<file path="src/rtl/sram_fifo_pkg.sv">
// sram_fifo_pkg: shared widths and types for the SRAM-backed streaming FIFO.
package sram_fifo_pkg;
   localparam int DATA_WIDTH = 8;
   localparam int ADDR_WIDTH = 4;
   localparam int DEPTH = 1 << ADDR_WIDTH;
   localparam int OBUF_DEPTH = 2;
   typedef logic [DATA_WIDTH-1:0] word_t;
   typedef logic [ADDR_WIDTH-1:0] addr_t;
   typedef logic [ADDR_WIDTH:0] cnt_t;
endpackage

</file>
<file path="src/rtl/sram_fifo_ctrl_if.sv">
// sram_fifo_ctrl_if: producer/consumer stream handshakes plus occupancy.
interface sram_fifo_ctrl_if;
   import sram_fifo_pkg::*;
   logic s_valid;
   logic s_ready;
   word_t s_data;
   logic m_valid;
   logic m_ready;
   word_t m_data;
   cnt_t count;
   modport slave(input s_valid, s_data, m_ready, output s_ready, m_valid, m_data, count);
   modport master(output s_valid, s_data, m_ready, input s_ready, m_valid, m_data, count);
endinterface

</file>
<file path="src/rtl/sram_fifo_ctrl_obuf.sv">
// fifo_obuf: 2-entry show-ahead output buffer; dout is always the oldest entry.
module fifo_obuf import sram_fifo_pkg::*; (
   input  logic clk,
   input  logic rst_n,
   input  logic push,
   input  logic pop,
   input  word_t din,
   output word_t dout,
   output logic [1:0] cnt
);
   word_t mem [OBUF_DEPTH];
   logic head, tail;
   assign dout = mem[head];
   always_ff @(posedge clk or negedge rst_n)
      if (!rst_n) begin
         mem <= '{default: '0};
         head <= 1'b0;
         tail <= 1'b0;
         cnt <= '0;
      end else begin
         if (push) mem[tail] <= din;
         tail <= tail ^ push;
         head <= head ^ pop;
         cnt <= cnt + 2'(push) - 2'(pop);
      end
endmodule

</file>
<file path="src/rtl/sram_fifo_ctrl.sv">
// sram_fifo_ctrl: valid/ready FIFO around a 1W/1R SRAM macro with a 2-entry
// show-ahead output buffer hiding the one-cycle read latency.
module sram_fifo_ctrl import sram_fifo_pkg::*; (
   input  logic clk,
   input  logic rst_n,
   sram_fifo_ctrl_if.slave bus,
   output logic sram_csb0,
   output addr_t sram_addr0,
   output word_t sram_din0,
   output logic sram_csb1,
   output addr_t sram_addr1,
   input  word_t sram_dout1
);
   addr_t wptr, rptr;
   cnt_t sram_cnt;
   logic inflight, accept, issue, pop;
   logic [1:0] obuf_cnt;
   assign bus.s_ready = rst_n && (sram_cnt < cnt_t'(DEPTH));
   assign accept = bus.s_valid && bus.s_ready;
   assign pop = bus.m_valid && bus.m_ready;
   // issue only while the buffer has room for everything already on its way
   assign issue = rst_n && (sram_cnt != '0) &&
                  ({1'b0, obuf_cnt} + {2'b0, inflight} < 3'd2 + {2'b0, pop});
   assign sram_csb0 = !accept;
   assign sram_addr0 = wptr;
   assign sram_din0 = bus.s_data;
   assign sram_csb1 = !issue;
   assign sram_addr1 = rptr;
   assign bus.m_valid = obuf_cnt != 2'd0;
   assign bus.count = sram_cnt + cnt_t'(inflight) + cnt_t'(obuf_cnt);
   always_ff @(posedge clk or negedge rst_n)
      if (!rst_n) begin
         wptr <= '0;
         rptr <= '0;
         sram_cnt <= '0;
         inflight <= 1'b0;
      end else begin
         wptr <= wptr + addr_t'(accept);
         rptr <= rptr + addr_t'(issue);
         sram_cnt <= sram_cnt + cnt_t'(accept) - cnt_t'(issue);
         inflight <= issue;
      end
   fifo_obuf u_obuf (
      .clk(clk),
      .rst_n(rst_n),
      .push(inflight),
      .pop(pop),
      .din(sram_dout1),
      .dout(bus.m_data),
      .cnt(obuf_cnt)
   );
endmodule

</file>
<file path="src/flat_wrapper.sv">
// flat-port wrapper written by rule: the top's interface ports become plain ports
module sram_fifo_ctrl_flat import sram_fifo_pkg::*;
  (clk, rst_n, sram_csb0, sram_addr0, sram_din0, sram_csb1, sram_addr1, sram_dout1, bus_s_valid, bus_s_data, bus_m_ready, bus_s_ready, bus_m_valid, bus_m_data, bus_count);
  sram_fifo_ctrl_if bus_i ();
  input  logic clk;
  input  logic rst_n;
  output logic sram_csb0;
  output addr_t sram_addr0;
  output word_t sram_din0;
  output logic sram_csb1;
  output addr_t sram_addr1;
  input  word_t sram_dout1;
  input wire logic [$bits(bus_i.s_valid)-1:0] bus_s_valid;
  input wire logic [$bits(bus_i.s_data)-1:0] bus_s_data;
  input wire logic [$bits(bus_i.m_ready)-1:0] bus_m_ready;
  output wire logic [$bits(bus_i.s_ready)-1:0] bus_s_ready;
  output wire logic [$bits(bus_i.m_valid)-1:0] bus_m_valid;
  output wire logic [$bits(bus_i.m_data)-1:0] bus_m_data;
  output wire logic [$bits(bus_i.count)-1:0] bus_count;
  assign bus_i.s_valid = bus_s_valid;
  assign bus_i.s_data = bus_s_data;
  assign bus_i.m_ready = bus_m_ready;
  assign bus_s_ready = bus_i.s_ready;
  assign bus_m_valid = bus_i.m_valid;
  assign bus_m_data = bus_i.m_data;
  assign bus_count = bus_i.count;
  sram_fifo_ctrl u_core (.clk(clk), .rst_n(rst_n), .bus(bus_i), .sram_csb0(sram_csb0), .sram_addr0(sram_addr0), .sram_din0(sram_din0), .sram_csb1(sram_csb1), .sram_addr1(sram_addr1), .sram_dout1(sram_dout1));
endmodule
</file>
<file path="config.mk">
export PLATFORM = sky130hd
export DESIGN_NAME = sram_fifo_ctrl_flat
export DESIGN_NICKNAME = d
export VERILOG_FILES = /design/src/rtl/sram_fifo_pkg.sv /design/src/rtl/sram_fifo_ctrl_if.sv /design/src/rtl/sram_fifo_ctrl_obuf.sv /design/src/rtl/sram_fifo_ctrl.sv /design/src/flat_wrapper.sv
export SDC_FILE = /design/constraint.sdc
export NUM_CORES = 1
export LEC_CHECK = 0
export ABC_CLOCK_PERIOD_IN_PS = 3500
export CORE_MARGIN = 2
export CORE_UTILIZATION = 44
export CTS_BUF_LIST = sky130_fd_sc_hd__clkbuf_16
export DETAILED_ROUTE_END_ITERATION = 6
export GPL_ROUTABILITY_DRIVEN = 0
export MAX_ROUTING_LAYER = met4
export PLACE_DENSITY = 0.75
export SYNTH_ARGS = -nofsm -noshare
export SYNTH_HDL_FRONTEND = slang
export SYNTH_SLANG_ARGS = --single-unit
</file>
<file path="constraint.sdc">
create_clock -name clk -period 3.5 [get_ports clk]
set_input_delay 1.05 -clock clk [delete_from_list [all_inputs] [get_ports clk]]
set_output_delay 1.05 -clock clk [all_outputs]
set_load 0.03 [all_outputs]
</file>
==> results.py <==
metrics = {
    "logic_synthesis": {
        "synth_seq_area_share_pct": 48.0,
        "ys_ff_latch": 34,
        "postSynthAreaPerCell_um2": 13.0,
        "synth_ff_type": "dfrtp_1",
        "yosysWarnings": 0,
        "synth.most_common_cell": "dfrtp_1",
        "ys_top_cells_by_count": "dfrtp_1, mux2_2, ha_1",
        "synth_top_cell_by_area": "dfrtp_1",
        "netlist.area_leader.share_pct": 48.0,
        "netlist_area_um2": 1770,
        "synthTopCellsByArea": "dfrtp_1, mux2_2, ha_1",
        "synth_edf_count": 0,
        "syn_nets": 177,
        "synthCells": 136,
        "synth_cell_type_count": 22,
        "async_flop_share_pct": 100,
    },
    "finish": {
        "num-nets-final": 212,
        "fin_util_pct": 57.7,
        "drive_above_1_share_pct": 22.2,
        "area_growth_syn_to_layout_pct": 28.3,
        "fill_cells": 314,
        "antenna_cells": 0,
    },
    "clock_tree": {
        "clk_pin_slew_ns": 0.05,
        "cts_buffers": 5,
        "cts_root_buf": "clkbuf_16",
        "postCtsHoldBufs": 0,
        "cts_tree": "done",
        "h-tree-depth": 2,
        "cts_sinks": 34,
        "worstSkewPairLatency_ns": 0.27,
        "clk_path_buf_depth": 2,
    },
    "status": {
        "status": "completed",
    },
    "floorplan": {
        "die_area_um2": 4550,
        "rows": 23,
        "core_um2": 3940,
        "io_pins": 53,
        "die_w_um": 67.5,
        "initial_core_util_pct": 45.0,
        "die-height_um": 67.5,
    },
    "sta": {
        "fmax_ghz": 0.296,
        "rsz0062_at_grt": "no",
        "hold_viol": 0,
        "relSlewSlack_pct": 71.8,
        "final.setup.tns_ns": 0,
        "worst_pin_slew_ns": 0.423,
        "finalCritPeriodShare_pct": 96.4,
        "setup_viol": 0,
        "slew_violations": 0,
        "min_period_ns": 3.37,
        "fin_skew_ns": 0.00570,
    },
    "worst_setup_path": {
        "cp_top_family": "buffers and inverters",
        "slowest_delay_ns": 0.66,
        "critPathBufInv": 3,
        "path_cells": "clkdlybuf4s50_1 > and2_1 > inv_1 > clkdlybuf4s50_1",
        "critPathSlowestCell": "clkdlybuf4s50_1",
        "crit_arrival_ns": 2.32,
        "endpoint_kind": "output pin",
        "critPathKind": "input pin to output pin",
        "crit_fanout": 3,
        "cp_data_required_time_ns": 2.45,
        "startpoint_type": "input pin",
        "critPathMostFrequentCell": "clkdlybuf4s50_1",
    },
    "global_route": {
        "top_usage_layer": "met2",
        "grt_use_met1_pct": 19.5,
        "grt_max_degree": 33,
        "grtUsageTotal_pct": 16.0,
        "met3_usage_pct": 5.17,
        "use_met2_pct": 26.1,
        "antenna_found_initial": 0,
        "grt.overflow.total": 0,
        "grt_pass1_wl_mm": 5.12,
        "grt_pass1_vias": 1101,
    },
    "detailed_routing": {
        "totalWireLength_mm": 3.11,
        "wl_per_cell_um": 14.1,
        "drc_errors": 0,
        "drt_iter0_markers": 39,
        "firstDrtPassIters": 4,
        "via_count": 1064,
        "vias_per_cell": 4.81,
        "antenna_left": 0,
    },
    "worst_hold_path": {
        "hp-class": "register to register",
    },
    "placement": {
        "place_hpwl_mm": 2.37,
        "io_buffers": 36,
    },
    "job": {
        "drv_cap": 0,
    },
}
## path summary, 6_finish.rpt
kind,slack (ns),start,cells past startpoint,endpoint
worst max-delay path,0.13,bus_s_valid,4,sram_csb0
worst min-delay path,0.47,u_core.sram_addr1[3],1,u_core.sram_addr1[3]
worst max register to register,0.65,u_core.sram_cnt[2],11,u_core.sram_cnt[4]
worst min register to register,0.47,u_core.sram_addr1[3],1,u_core.sram_addr1[3]
max in group asynchronous,2.27,rst_n,3,u_core.sram_addr1[3]
min in group asynchronous,0.67,rst_n,2,u_core.u_obuf.cnt[1]
## state kept, by name, summed over array words and instances (netlist names)
register,flops
u_core.sram_cnt,5
u_core.sram_addr1,4
u_core.sram_addr0,4
u_core.u_obuf.mem,16
u_core.u_obuf.head,1
u_core.u_obuf.cnt,2
u_core.u_obuf.tail,1
u_core.inflight,1
## metrics by stage
step                instance area (um2)  cells  setup WS, ns  hold WS, ns
floorplan                          1770    136         0.645        0.475
CTS                                2270    221        0.0316        0.474
detailed placement                 2140    214        -0.125        0.466
finish                             2270    221         0.127        0.469
global route                       2270    221       0.00672        0.496
global placement                   2140    214       -0.0346        0.461
## cell usage in the layout, fill, tap and decap left out, drive strengths merged, types with 2 or more instances in the layout
cell type / instances
dlymetal6s2s: 2
buf: 5
clkbuf: 5
dfrtp: 34
xor2: 6
xnor2: 8
mux2: 24
a21oi: 2
ha: 18
nand3: 2
inv: 15
clkdlybuf4s50: 31
fa: 3
o21ai: 3
clkinv: 2
## cells by family (layout without fill, tap and decap cells)
family,after synthesis,in the layout,share of synthesized area [%]
adders and majority gates,21,21,16.1
AOI/OAI and AO/OA,7,7,2.26
DFF,34,34,48.0
buffers and inverters,26,61,7.41
and+or+nand+nor,10,10,4.09
xor gates and xnor gates,14,14,6.92
muxes,24,24,15.2
## layer usage
layer | vias up | share of wire, %
met2 | 27 | 52
met4 | 0 | 0.61
met3 | 2 | 4.5
met5 | - | 0
li1 | 513 | -
met1 | 522 | 43
## layout make-up
class                      count  area, um2  share of cell area [%]
clock inverter                 2       10.0                   0.440
timing repair buffer          39        379                    16.7
tap                           50       62.6                    2.75
multi-input combinational     76        791                    34.8
clock buffer                   5        125                    5.50
inverter                      15       56.3                    2.48
sequential                    34        851                    37.4
## worst register-to-register path, cell delays in order, from the launching register on
cell and delay, ns:
dfrtp_1 0.44, inv_1 0.12, ha_1 0.14, or4b_4 0.46, and4b_1 0.24, ha_1 0.29
inv_1 0.04, ha_1 0.20, fa_1 0.42, a21oi_1 0.15, o21bai_1 0.09, xnor2_1 0.19
## what timing repair did
action                     4_1_cts  5_1_grt
setup endpoints to repair        1        3
resized for setup                1        3
pin swaps                        0        0
buffers inserted                 0        0
Power is not shown: default switching activity piles up to over one toggle a cycle in this logic, so the estimate is an artifact.
